[src/rtl/rv_defs.sv]
// Shared RV32I fetch definitions: opcodes, the bubble word and the fetch FSM encoding.
package rv_defs;

  localparam logic [6:0]  OP_B_TYPE = 7'b1100011;
  localparam logic [6:0]  OP_JAL    = 7'b1101111;
  localparam logic [31:0] NOP_INSTR = 32'h0000_0013;

  typedef enum logic [1:0] {
    ST_BOOT = 2'd0,
    ST_RUN  = 2'd1,
    ST_HALT = 2'd2
  } state_e;

endpackage

[src/rtl/static_predictor.sv]
// Static predictor: backward B-type branches and JAL are taken, everything else falls through.
module static_predictor
  import rv_defs::*;
(
  input  logic [31:0] pc,
  input  logic [31:0] instr,
  output logic        pred_taken,
  output logic [31:0] pred_target
);

  logic [31:0] imm_b;
  logic [31:0] imm_j;

  assign imm_b = {{20{instr[31]}}, instr[7], instr[30:25], instr[11:8], 1'b0};
  assign imm_j = {{12{instr[31]}}, instr[19:12], instr[20], instr[30:21], 1'b0};

  // NOTE: every output gets a default first so no path leaves it unassigned (no latch).
  always_comb begin
    pred_taken  = 1'b0;
    pred_target = pc + 32'd4;
    if (instr[6:0] == OP_B_TYPE && instr[31]) begin
      pred_taken  = 1'b1;
      pred_target = pc + imm_b;
    end else if (instr[6:0] == OP_JAL) begin
      pred_taken  = 1'b1;
      pred_target = pc + imm_j;
    end
  end

endmodule

[src/rtl/fetch_stage.sv]
// RV32I instruction-fetch stage: PC register, boot/run/halt FSM, static prediction,
// decode redirect/stall handling and the IF/ID pipeline register.
module fetch_stage #(
  parameter logic [31:0] RESET_PC  = 32'h0000_0000,
  parameter logic [31:0] NOP_INSTR = rv_defs::NOP_INSTR
) (
  input  logic        clk,
  input  logic        rstn,
  output logic [31:0] imem_addr,
  input  logic [31:0] imem_data,
  input  logic        npc_control,
  input  logic [31:0] jump_target_PC,
  input  logic        wait_signal,
  input  logic        halt,
  output logic [31:0] PC_Dec,
  output logic [31:0] instruction_Dec,
  output logic        valid_Dec,
  output logic        pred_taken_Dec,
  output logic [15:0] redirect_count
);

  import rv_defs::*;

  state_e      state, state_next;
  logic [31:0] pc, pc_next;
  logic        pred_taken;
  logic [31:0] pred_target;
  logic        load_bubble;
  logic        load_fetch;

  assign imem_addr = {pc[31:2], 2'b00};

  static_predictor u_predictor (
    .pc          (pc),
    .instr       (imem_data),
    .pred_taken  (pred_taken),
    .pred_target (pred_target)
  );

  always_comb begin
    state_next  = state;
    pc_next     = pc;
    load_bubble = 1'b0;
    load_fetch  = 1'b0;

    unique case (state)
      ST_BOOT: begin
        state_next  = ST_RUN;
        load_bubble = 1'b1;
      end
      ST_RUN: begin
        if (halt) state_next = ST_HALT;
      end
      ST_HALT: begin
        load_bubble = 1'b1;
        if (!halt) state_next = ST_RUN;
      end
      default: state_next = ST_BOOT;
    endcase

    // A redirect beats a stall and is honoured in every state; only RUN fetches.
    if (npc_control) begin
      pc_next     = jump_target_PC & ~32'h1;
      load_bubble = 1'b1;
    end else if (state == ST_RUN && !wait_signal) begin
      pc_next    = pred_target;
      load_fetch = 1'b1;
    end
  end

  // NOTE: sequential state uses non-blocking assignments so all registers update together.
  always_ff @(posedge clk or negedge rstn) begin
    if (!rstn) begin
      state <= ST_BOOT;
      pc    <= RESET_PC;
    end else begin
      state <= state_next;
      pc    <= pc_next;
    end
  end

  always_ff @(posedge clk or negedge rstn) begin
    if (!rstn) begin
      PC_Dec          <= 32'h0;
      instruction_Dec <= NOP_INSTR;
      valid_Dec       <= 1'b0;
      pred_taken_Dec  <= 1'b0;
    end else if (load_bubble) begin
      instruction_Dec <= NOP_INSTR;
      valid_Dec       <= 1'b0;
      pred_taken_Dec  <= 1'b0;
    end else if (load_fetch) begin
      PC_Dec          <= pc;
      instruction_Dec <= imem_data;
      valid_Dec       <= 1'b1;
      pred_taken_Dec  <= pred_taken;
    end
  end

  always_ff @(posedge clk or negedge rstn) begin
    if (!rstn) begin
      redirect_count <= 16'h0;
    end else if (npc_control && redirect_count != 16'hFFFF) begin
      redirect_count <= redirect_count + 16'd1;
    end
  end

endmodule
[config.mk]
export PLATFORM = sky130hd
export DESIGN_NAME = fetch_stage
export DESIGN_NICKNAME = d
export VERILOG_FILES = /design/src/rtl/rv_defs.sv /design/src/rtl/static_predictor.sv /design/src/rtl/fetch_stage.sv
export SDC_FILE = /design/constraint.sdc
export NUM_CORES = 1
export LEC_CHECK = 0
export ABC_AREA = 1
export BUFFER_PORTS_ARGS = -buffer_cell sky130_fd_sc_hd__buf_2
export CORE_UTILIZATION = 30
export CTS_BUF_LIST = sky130_fd_sc_hd__clkbuf_8
export DETAILED_ROUTE_END_ITERATION = 12
export GPL_ROUTABILITY_DRIVEN = 0
export PLACE_DENSITY_LB_ADDON = 0.3
export REMOVE_ABC_BUFFERS = 1
export SETUP_SLACK_MARGIN = 0.4
export SLEW_MARGIN = 15
export SYNTH_ARGS = -nofsm -noshare
export SYNTH_HDL_FRONTEND = slang
export SYNTH_SLANG_ARGS = --single-unit
[constraint.sdc]
create_clock -name clk -period 2.3 [get_ports clk]
set_input_delay 0.345 -clock clk [delete_from_list [all_inputs] [get_ports clk]]
set_output_delay 0.345 -clock clk [all_outputs]
set_load 0.02 [all_outputs]
# Yosys cells after proc, flatten, opt, wreduce, memory -nomap -nowiden

Cells that the tools add are included.

Equal/unequal tests: 7
Mux-type cells: 19
Add/subtract/negate cells: 4
Reductions and logical operators: 10
Bitwise operators: 1

Operator list:

| kind                                                                   | number |
|---|---|
| 32-bit two-way mux                                                     | 6 |
| 32-bit adder                                                           | 2 |
| 32-bit by 3-bit adder with 32-bit output (second input constant)       | 1 |
| 16-bit by 1-bit adder with 16-bit output (second input constant)       | 1 |
| 16-bit != test (second input constant)                                 | 1 |
| 7-bit equality test (second input constant)                            | 2 |
| 1-bit two-way mux                                                      | 10 |
| 2-bit one-hot mux with 3 select lines                                  | 1 |
| 2-bit two-way mux                                                      | 2 |
| 2-bit != test (second input constant)                                  | 2 |
| 2-bit AND reduction                                                    | 2 |
| 2-bit nonzero test                                                     | 2 |
| 1-bit logical AND                                                      | 3 |
| 2-bit by 1-bit equality test with 1-bit output (second input constant) | 1 |
| 2-bit equality test (second input constant)                            | 1 |
| 2-bit zero test                                                        | 1 |
| 2-bit OR reduction                                                     | 1 |
| 1-bit zero test                                                        | 1 |
| 1-bit NOT                                                              | 1 |

Input port bits: 69
Output and inout port bits: 114
Word-level logic and storage cells: 48
Bits in registers: 116

# Depth between registers and ports, before layout

Gate-level depths: netlist of the first run.

Word-level depth: 6
Depth in mapped cells: 19
Depth with buffers taken out: 19

# Hierarchy

From an unflattened synthesis of the first run, not the netlist that was laid out.

Cell total of the unflattened synthesis: 1635
Area, all modules: 10209.8 µm²

By module, submodules not included:

| module           | times used | sequential area each (µm²) | cells each | area each (µm²) |
|---|---|---|---|---|
| fetch_stage      | 1          | 2906.5                     | 569        | 5167.5 |
| static_predictor | 1          | 0.0                        | 1066       | 5042.3 |

# Worst setup path before layout of the first run

OpenSTA, ideal clock, no wires.

Path type: register to register
Start point: register pc[2]
End point: register pc[31]
Period minus slack after synthesis: 2257 ps
Stages on the path, launching flop included: 19
Library setup time: 116 ps
Required time: 2184 ps
Buffers on the path: 0
Data arrival time: 2140 ps
Slack: 43 ps
Path through: dfrtp_1 -> inv_1 -> fa_1 -> inv_1 -> nand2_1 -> o21ai_1 -> nand2_1 -> nand2_1 -> nand2_1 -> nand2_1 -> nand2_1 -> nand2_1 -> nand2_1 -> nand3_1 -> nand2_1 -> inv_1 -> nand2_1 -> nand2_1 -> nand2_1

Cells in the longest elaborated chain, start to end: 5
Elaborated cells between the ends (all ways): 7
Classes of those cells: add/sub: 3; mux: 4

RTL lines:

| item                                                                            | RTL line                                       | source |
|---|---|---|
| from (decl)                                                                     | fetch_stage.sv:25                              | `logic [31:0] pc, pc_next;` |
| from (signal assigned)                                                          | fetch_stage.sv:78                              | `pc <= pc_next;` |
| 32-bit by 3-bit adder with 32-bit output / 32-bit adder (equally long branches) | static_predictor.sv:20, static_predictor.sv:26 |  |
| 32-bit two-way mux                                                              | static_predictor.sv:24                         | `end else if (instr[6:0] == OP_JAL) begin` |
| 32-bit two-way mux (*)                                                          | static_predictor.sv:21                         | `if (instr[6:0] == OP_B_TYPE && instr[31]) begin` |
| 32-bit two-way mux (*)                                                          | fetch_stage.sv:65                              | `end else if (state == ST_RUN && !wait_signal) begin` |
| 32-bit two-way mux (*)                                                          | fetch_stage.sv:62                              | `if (npc_control) begin` |

Every way passes the cells marked *; elsewhere a longest branch is shown, timed or not. The select of a mux whose other input is x is not followed.
A chain may end at the register's enable or synchronous reset.

# Final worst setup path of the first run

Start point: register pc[1]
End point: register pc[11]

Same word-level chain as after synthesis.

==> run_summary.xml, run 1 <==
<?xml version="1.0" encoding="UTF-8"?>
<metrics>
  <group name="worst_setup_path">
    <metric name="crit_arrival" unit="ps">2700</metric>
    <metric name="crit_chain" unit="">ha_2 &gt; inv_2 &gt; fa_2 &gt; inv_2 &gt; buf_4 &gt; buf_6 &gt; buf_6 &gt; buf_6 &gt; buf_6 &gt; nand3_4 &gt; nand3_4 &gt; xor2_2 &gt; nand2_1 &gt; nand3_1 &gt; o211ai_1 &gt; nand2_1</metric>
    <metric name="critPathMaxStageDelay" unit="ps">390</metric>
    <metric name="timing.reg2reg.setup_slack" unit="ps">-30</metric>
    <metric name="critical_path.max_fanout" unit="">3</metric>
    <metric name="r2r_start" unit="">pc[1]</metric>
    <metric name="worstSetupEndpointType" unit="">flop</metric>
    <metric name="worst_path_dominant_cell_family" unit="">buffers and inverters</metric>
    <metric name="timing.critical_path.slowest_stage_cell" unit="">sky130_fd_sc_hd__dfrtp_1</metric>
    <metric name="timing.critical_path.required" unit="ps">2670</metric>
    <metric name="crit_path_frequent_cell" unit="">sky130_fd_sc_hd__buf_6</metric>
    <metric name="worst_r2r_path_depth" unit="">16</metric>
    <metric name="critical_path.n_buffers_inverters" unit="">7</metric>
    <metric name="reg_to_reg_endpoint" unit="">pc[11]</metric>
    <metric name="worstSetupPathType" unit="">reg2reg</metric>
    <metric name="crit_path_start_kind" unit="">flop</metric>
  </group>
  <group name="clock_network">
    <metric name="cts_root_buffer" unit="">sky130_fd_sc_hd__clkbuf_8</metric>
    <metric name="tritoncts_clock_tree" unit="">yes</metric>
    <metric name="numClockSinks" unit="">114</metric>
    <metric name="inserted_clock_buffers" unit="">17</metric>
    <metric name="cts-root-to-sink-buffers" unit="">2</metric>
    <metric name="h_tree_depth" unit="">4</metric>
    <metric name="worst_setup_hold_path_clk_slew" unit="ps">80</metric>
    <metric name="clock_insertion_delay_worst_skew" unit="ps">490</metric>
  </group>
  <group name="sta">
    <metric name="relSlewSlack" unit="">0.602</metric>
    <metric name="fin_worst_skew" unit="ps">24.4</metric>
    <metric name="tightest_slew" unit="ps">597</metric>
    <metric name="rsz0062_at_grt" unit="">true</metric>
    <metric name="fmax" unit="GHz">0.429</metric>
    <metric name="period_needed" unit="ps">2330</metric>
    <metric name="report.final.slew_viol_count" unit="">0</metric>
    <metric name="fin_ws" unit="ps">-29.8</metric>
    <metric name="layout_worst_path_cycle_share" unit="">1.01</metric>
    <metric name="finalSetupViolCount" unit="">2</metric>
    <metric name="final-hold-violation-count" unit="">0</metric>
  </group>
  <group name="global_routing">
    <metric name="grt_start_max_net_pins" unit="">51</metric>
    <metric name="grt_remaining_overflow" unit="">0</metric>
    <metric name="antenna_found_initial" unit="">0</metric>
    <metric name="groute.usage.overall" unit="">0.244</metric>
    <metric name="grt_pass1_wl" unit="mm">62.5</metric>
    <metric name="grt_pass1_vias" unit="">11400</metric>
  </group>
  <group name="logic_synthesis">
    <metric name="syn_inst" unit="">1576</metric>
    <metric name="synth.cell_area" unit="sq um">9990</metric>
    <metric name="yosysTopAreaCell" unit="">sky130_fd_sc_hd__dfrtp_1</metric>
    <metric name="yosysSeqAreaShare" unit="">0.286</metric>
    <metric name="synth_warnings" unit="">0</metric>
    <metric name="post_synthesis_register_bit_count" unit="">114</metric>
    <metric name="synth_largest_type_area_fraction" unit="">0.278</metric>
    <metric name="netlist-cell-type-count" unit="">52</metric>
    <metric name="count_of_flip_flops_with_a_built_in_enable_after_synthesis" unit="">0</metric>
    <metric name="synth_area_leaders" unit="">sky130_fd_sc_hd__dfrtp_1 28%, sky130_fd_sc_hd__nand2_1 20%, sky130_fd_sc_hd__inv_1 7.6%, sky130_fd_sc_hd__nand3_1 6.0%, sky130_fd_sc_hd__ha_1 5.6%</metric>
    <metric name="dominantRegCellSynth" unit="">sky130_fd_sc_hd__dfrtp_1</metric>
    <metric name="async_flop_share" unit="">1.00</metric>
    <metric name="avgSynthCellArea" unit="sq um">6.34</metric>
  </group>
  <group name="final_layout">
    <metric name="fin_util" unit="">0.463</metric>
    <metric name="multi_input_comb_area" unit="sq um">7530</metric>
    <metric name="design.final.nets" unit="">2058</metric>
    <metric name="leading_cell_type_in_the_layout_fill_and_taps_excluded" unit="">sky130_fd_sc_hd__nand2_1</metric>
    <metric name="antenna_cells" unit="">0</metric>
    <metric name="layout_common_cells" unit="">448 x sky130_fd_sc_hd__nand2_1, 200 x sky130_fd_sc_hd__buf_4, 181 x sky130_fd_sc_hd__inv_1</metric>
    <metric name="area.sequential" unit="sq um">2880</metric>
    <metric name="layout-drive-gt1-share" unit="">0.389</metric>
    <metric name="fillerInstances" unit="">3248</metric>
    <metric name="area_growth" unit="%">51.2</metric>
  </group>
  <group name="detailed_routing">
    <metric name="drt-total-wl" unit="mm">41.5</metric>
    <metric name="count_of_nets_left_with_antenna_violations_after_detail_routing" unit="">0</metric>
    <metric name="dr.first_iter.drc_count" unit="">1114</metric>
    <metric name="post-route-drc-count" unit="">0</metric>
    <metric name="drt-pass1-iter-count" unit="">5</metric>
    <metric name="vias_per_cell" unit="">4.98</metric>
    <metric name="routed_wire_length_per_instance" unit="microns">17.3</metric>
    <metric name="num_vias" unit="">11900</metric>
  </group>
  <group name="power_and_ir_drop">
    <metric name="leakage" unit="nW">7.79</metric>
    <metric name="irDropWorstVdd" unit="mV">0.373</metric>
    <metric name="p_per_area" unit="nW/um^2">881</metric>
  </group>
  <group name="place">
    <metric name="detailedPlace.worstSlack" unit="ps">-260</metric>
    <metric name="place_hpwl" unit="mm">31.1</metric>
    <metric name="buffer_ports.inserted" unit="">178</metric>
  </group>
  <group name="floorplan">
    <metric name="num_io_pins" unit="">183</metric>
    <metric name="rows" unit="">66</metric>
    <metric name="fp.dieW" unit="microns">184</metric>
    <metric name="chipHeight" unit="microns">184</metric>
    <metric name="starting_density_of_the_core" unit="">0.306</metric>
    <metric name="dieArea" unit="sq um">34000</metric>
    <metric name="floorplan.core_area" unit="sq um">32600</metric>
  </group>
  <group name="hold_path">
    <metric name="hold_path_depth" unit="">2</metric>
    <metric name="hold_end" unit="">state[0]</metric>
    <metric name="hold_path_class" unit="">in2reg</metric>
    <metric name="holdCritStartpoint" unit="">halt</metric>
  </group>
  <group name="status">
    <metric name="outcome" unit="">finished with violations</metric>
    <metric name="violations_in_the_final_reports" unit="">negative setup slack</metric>
  </group>
  <group name="job">
    <metric name="max-cap-violations" unit="">0</metric>
  </group>
</metrics>
==> power breakdown <==
part	leakage [nW]	internal, W	switching (W)
clock network	0.215	0.00119	0.00103
registers	1.42	0.00253	0.000492
logic	6.16	0.00334	0.00472
==> registers in the layout (all words and copies together) (netlist names) <==
register,count
PC_Dec,31
instruction_Dec,32
pc,31
pred_taken_Dec,1
redirect_count,16
state,2
valid_Dec,1
==> routing by layer <==
| metal | up-vias | part of all wire | GRT usage |
|---|---|---|---|
| met5 | - | 0 | 0 |
| met4 | 0 | 0.037 | 0.0973 |
| met3 | 90 | 0.063 | 0.0294 |
| met2 | 460 | 0.45 | 0.388 |
| met1 | 5598 | 0.45 | 0.334 |
| li1 | 5774 | - | - |
==> timing repair <==
action | CTS | global route
resized for setup | 301 | 106
hold endpoints to repair | 32 | 0
setup endpoints to repair | 32 | 35
hold buffers | 1 | 0
buffers inserted | 34 | 23
pin swaps | 107 | 79
==> cell type report <==
type	instances	share of cell area
clock buffers	21	0.0191
clock inverters	10	0.00986
inverters	207	0.0515
multi-input cells	1186	0.499
flip-flops and latches	114	0.191
well taps	442	0.0366
repair buffers	416	0.194
==> per-stage QoR <==
stage	cells	total power, W	cell area, sq um	setup TNS [ps]	hold WS (ps)
4_1_cts	2373	0.0127	14500	-12.0	47.6
5_1_grt	2396	0.0142	15100	-1340	73.2
3_3_place_gp	2307	0.00923	12500	-2330	380
3_5_place_dp	2307	0.00930	12500	-3020	382
6_report	2396	0.0133	15100	-31.0	64.2
2_1_floorplan	1507	0.00649	9580	-9660	49.4
==> cell families after synthesis <==
family          Yosys count  share of synthesized area
other cells               1                   0.000375
compound gates          226                      0.132
mux                       1                    0.00113
xor+xnor                 39                     0.0342
fa+ha+maj                47                     0.0604
flops                   114                      0.286
simple gates            870                      0.366
buf+inv                 278                      0.120
==> worst register-to-register path, delay by kind of cell, from the launching register on <==
family	cells	cell delay, ps
buf+inv	7	670
simple gates	5	430
fa+ha+maj	2	400
flops	1	390
xor+xnor	1	220
compound gates	1	120
==> worst max-delay path by stage <==
stage	from	depth (start not counted)	slack, ps	end
global route	pc[1]	18	-150	pc[21]
finish	pc[1]	16	-30	pc[11]
global placement	imem_data[8]	18	-240	pc[15]
floorplan	state[1]	7	-330	pc[1]
CTS	pc[1]	18	-10	pc[29]
detailed placement	imem_data[8]	18	-260	pc[15]
==> cell usage after synthesis, types with 3 or more instances <==
cell type and n:
sky130_fd_sc_hd__inv_1 201, sky130_fd_sc_hd__o21ai_0 86, sky130_fd_sc_hd__xor2_1 31, sky130_fd_sc_hd__o21bai_1 8
sky130_fd_sc_hd__inv_2 5, sky130_fd_sc_hd__nor3_1 20, sky130_fd_sc_hd__buf_2 9, sky130_fd_sc_hd__nor3_2 4
sky130_fd_sc_hd__dfrtp_1 111, sky130_fd_sc_hd__nand4_1 23, sky130_fd_sc_hd__nand3b_1 6, sky130_fd_sc_hd__a21oi_1 72
sky130_fd_sc_hd__buf_4 33, sky130_fd_sc_hd__xnor2_1 8, sky130_fd_sc_hd__clkbuf_1 23, sky130_fd_sc_hd__a22o_1 25
sky130_fd_sc_hd__nor2_4 3, sky130_fd_sc_hd__nand2_1 532, sky130_fd_sc_hd__o21ai_1 6, sky130_fd_sc_hd__nor2_2 6
sky130_fd_sc_hd__a21boi_0 4, sky130_fd_sc_hd__dfstp_2 3, sky130_fd_sc_hd__nand3_1 120, sky130_fd_sc_hd__ha_1 45
sky130_fd_sc_hd__nand2_2 6, sky130_fd_sc_hd__nor2_1 139, sky130_fd_sc_hd__o22ai_1 7, sky130_fd_sc_hd__o211ai_1 9
sky130_fd_sc_hd__buf_1 4
Power figures use the tool's default switching activity.
==> run 2, diff against run 1 <==
Settings changed: RECOVER_POWER from default to 100.
==> run 2 against run 1 <==
The run still ends with negative setup slack left. Total power down 1.4%. First-iteration DRC count down 3.1%. Non-clock buffer count unchanged. Maximum frequency down 0.40%. Die area unchanged. Clock skew up 2.4 ps. Via count down 0.28%. Clock-buffer cell count unchanged. Sequential share of layout area up 0.22 points. Routed wire length up 0.26%. Final cell count unchanged.
==> run_summary.xml, run 2 (same netlist as run 1, synthesis figures left out) <==
<?xml version="1.0" encoding="UTF-8"?>
<metrics>
  <group name="status">
    <metric name="outcome" unit="">finished with violations</metric>
    <metric name="violations_in_the_final_reports" unit="">negative setup slack</metric>
  </group>
  <group name="floorplan">
    <metric name="chipHeight" unit="microns">184</metric>
    <metric name="fp.dieW" unit="microns">184</metric>
    <metric name="num_io_pins" unit="">183</metric>
    <metric name="rows" unit="">66</metric>
    <metric name="floorplan.core_area" unit="sq um">32600</metric>
    <metric name="starting_density_of_the_core" unit="">0.306</metric>
    <metric name="dieArea" unit="sq um">34000</metric>
  </group>
  <group name="global_routing">
    <metric name="gr-usage-met2" unit="">0.388</metric>
    <metric name="use_met1" unit="">0.334</metric>
    <metric name="antenna_found_initial" unit="">0</metric>
    <metric name="grt_start_max_net_pins" unit="">51</metric>
    <metric name="met3_track_usage_gr" unit="">0.0294</metric>
    <metric name="grt_remaining_overflow" unit="">0</metric>
    <metric name="global_route.peak_usage_layer" unit="">met2</metric>
    <metric name="grt_pass1_wl" unit="mm">62.5</metric>
    <metric name="groute.usage.overall" unit="">0.244</metric>
    <metric name="grt_pass1_vias" unit="">11400</metric>
  </group>
  <group name="job">
    <metric name="max-cap-violations" unit="">0</metric>
  </group>
  <group name="power_and_ir_drop">
    <metric name="clkPwrFrac" unit="">0.169</metric>
    <metric name="cellInternalPower" unit="W">0.00689</metric>
    <metric name="switching_portion_of_total_power" unit="">0.474</metric>
    <metric name="p_per_area" unit="nW/um^2">884</metric>
    <metric name="seq_power_share" unit="">0.230</metric>
    <metric name="power_frac_comb" unit="">0.601</metric>
    <metric name="leakage" unit="nW">7.46</metric>
    <metric name="power.net_switching" unit="W">0.00622</metric>
    <metric name="irDropWorstVdd" unit="mV">0.370</metric>
  </group>
  <group name="final_layout">
    <metric name="layout-drive-gt1-share" unit="">0.330</metric>
    <metric name="design.final.nets" unit="">2058</metric>
    <metric name="largest_registers" unit="">instruction_Dec x32, PC_Dec x31, pc x31</metric>
    <metric name="largest_register" unit="">instruction_Dec</metric>
    <metric name="area_growth" unit="%">48.6</metric>
    <metric name="antenna_cells" unit="">0</metric>
    <metric name="layout_common_cells" unit="">450 x sky130_fd_sc_hd__nand2_1, 197 x sky130_fd_sc_hd__buf_4, 183 x sky130_fd_sc_hd__inv_1</metric>
    <metric name="fin_area" unit="sq um">14800</metric>
    <metric name="leading_cell_type_in_the_layout_fill_and_taps_excluded" unit="">sky130_fd_sc_hd__nand2_1</metric>
    <metric name="fillerInstances" unit="">3309</metric>
    <metric name="largest_register_ffs" unit="">32</metric>
  </group>
  <group name="worst_setup_path">
    <metric name="crit_path_frequent_cell" unit="">sky130_fd_sc_hd__nand2_1</metric>
    <metric name="crit_chain" unit="">buf_4 &gt; nand2_1 &gt; nor2_1 &gt; nand2_1 &gt; nor2_1 &gt; nand4_1 &gt; xor2_2 &gt; nand2_1 &gt; nand2_1 &gt; nand2_1 &gt; nand2_1 &gt; nand2_2 &gt; nand2_1</metric>
    <metric name="critical_path.n_buffers_inverters" unit="">1</metric>
    <metric name="worstSetupPathType" unit="">reg2reg</metric>
    <metric name="worst_r2r_path_depth" unit="">13</metric>
    <metric name="critical_path.max_fanout" unit="">4</metric>
    <metric name="worstSetupEndpointType" unit="">flop</metric>
    <metric name="r2r_start" unit="">pc[13]</metric>
    <metric name="crit_arrival" unit="ps">2750</metric>
    <metric name="crit_path_start_kind" unit="">flop</metric>
    <metric name="critPathMaxStageDelay" unit="ps">590</metric>
    <metric name="reg_to_reg_endpoint" unit="">pc[27]</metric>
    <metric name="timing.critical_path.slowest_stage_cell" unit="">sky130_fd_sc_hd__dfrtp_1</metric>
    <metric name="timing.reg2reg.setup_slack" unit="ps">-40</metric>
    <metric name="worst_path_dominant_cell_family" unit="">simple AND/OR/NAND/NOR gates</metric>
    <metric name="timing.critical_path.required" unit="ps">2710</metric>
  </group>
  <group name="sta">
    <metric name="fmax" unit="GHz">0.427</metric>
    <metric name="layout_worst_path_cycle_share" unit="">1.02</metric>
    <metric name="finalSetupViolCount" unit="">6</metric>
    <metric name="hold-worst-slack" unit="ps">67.7</metric>
    <metric name="relSlewSlack" unit="">0.290</metric>
    <metric name="fin_ws" unit="ps">-39.2</metric>
    <metric name="tightest_slew" unit="ps">1060</metric>
    <metric name="period_needed" unit="ps">2340</metric>
    <metric name="fin_worst_skew" unit="ps">26.8</metric>
    <metric name="final-hold-violation-count" unit="">0</metric>
    <metric name="rsz0062_at_grt" unit="">true</metric>
    <metric name="report.final.slew_viol_count" unit="">0</metric>
  </group>
  <group name="detailed_routing">
    <metric name="post-route-drc-count" unit="">0</metric>
    <metric name="num_vias" unit="">11900</metric>
    <metric name="count_of_nets_left_with_antenna_violations_after_detail_routing" unit="">0</metric>
    <metric name="drt-pass1-iter-count" unit="">5</metric>
    <metric name="dr.first_iter.drc_count" unit="">1079</metric>
    <metric name="routed_wire_length_per_instance" unit="microns">17.4</metric>
    <metric name="vias_per_cell" unit="">4.96</metric>
    <metric name="drt-total-wl" unit="mm">41.6</metric>
  </group>
  <group name="clock_network">
    <metric name="clock_insertion_delay_worst_skew" unit="ps">490</metric>
    <metric name="cts_root_buffer" unit="">sky130_fd_sc_hd__clkbuf_8</metric>
    <metric name="cts-root-to-sink-buffers" unit="">2</metric>
    <metric name="numClockSinks" unit="">114</metric>
    <metric name="h_tree_depth" unit="">4</metric>
    <metric name="tritoncts_clock_tree" unit="">yes</metric>
    <metric name="inserted_clock_buffers" unit="">17</metric>
    <metric name="worst_setup_hold_path_clk_slew" unit="ps">80</metric>
  </group>
  <group name="hold_path">
    <metric name="hold_path_class" unit="">in2reg</metric>
    <metric name="holdCritStartpoint" unit="">halt</metric>
    <metric name="hold_end" unit="">state[0]</metric>
    <metric name="hold_path_depth" unit="">2</metric>
  </group>
  <group name="place">
    <metric name="place_hpwl" unit="mm">31.1</metric>
    <metric name="buffer_ports.inserted" unit="">178</metric>
    <metric name="placed_area" unit="sq um">12500</metric>
    <metric name="detailedPlace.worstSlack" unit="ps">-260</metric>
  </group>
</metrics>
==> run 2: cell type report <==
class / count / area (sq um) / share of cell area
tap: 442 / 553 / 0.0373
sequential: 114 / 2860 / 0.193
timing repair buffer: 416 / 2760 / 0.186
multi-input combinational: 1186 / 7450 / 0.502
clock buffer: 21 / 289 / 0.0195
clock inverter: 10 / 149 / 0.0100
inverter: 207 / 777 / 0.0523
==> run 2: routing by layer <==
layer	routed length, microns	vias to the layer above
li1	-	5775
met1	18800	5560
met2	18700	462
met3	2580	92
met4	1550	0
met5	0	-
==> run 2: power by group through the flow <==
stage	logic (W)	clock network (W)	registers (W)
3_3_place_gp	0.00627	0	0.00296
5_1_grt	0.00858	0.00233	0.00308
4_1_cts	0.00742	0.00226	0.00301
6_report	0.00788	0.00221	0.00302
3_5_place_dp	0.00632	0	0.00298
2_1_floorplan	0.00289	0	0.00360
==> run 2: timing repair <==
action,CTS,global route
setup buffers,34,23
pin swaps,107,79
hold buffers,1,0
endpoints found under the hold margin,32,0
setup endpoints to repair,32,35
resized for setup,301,106
cloned,0,0
==> run 2: how the worst max path moves through the flow <==
stage	from	end	slack [ps]	cells after the start
detailed placement	imem_data[8]	pc[15]	-260	18
CTS	pc[1]	pc[29]	-10	18
global route	pc[13]	pc[27]	-180	13
floorplan	state[1]	pc[1]	-330	7
global placement	imem_data[8]	pc[15]	-240	18
finish	pc[13]	pc[27]	-40	13
==> run 2: worst reg2reg max path: cells and delay by family, from the launching register on <==
family / cells / cell delay [ps]
and+or+nand+nor: 11 / 1210
DFF: 1 / 590
buffers and inverters: 1 / 200
xor gates and xnor gates: 1 / 300
==> run 2: per-stage QoR <==
stage	TNS [ps]	util	power [W]	cells
after global placement	-2330	0.383	0.00923	2307
final	-157	0.455	0.0131	2396
after CTS	-12.0	0.444	0.0127	2373
after detailed placement	-3020	0.383	0.00930	2307
after global routing	-2140	0.455	0.0140	2396
after floorplan	-9660	-	0.00649	1507
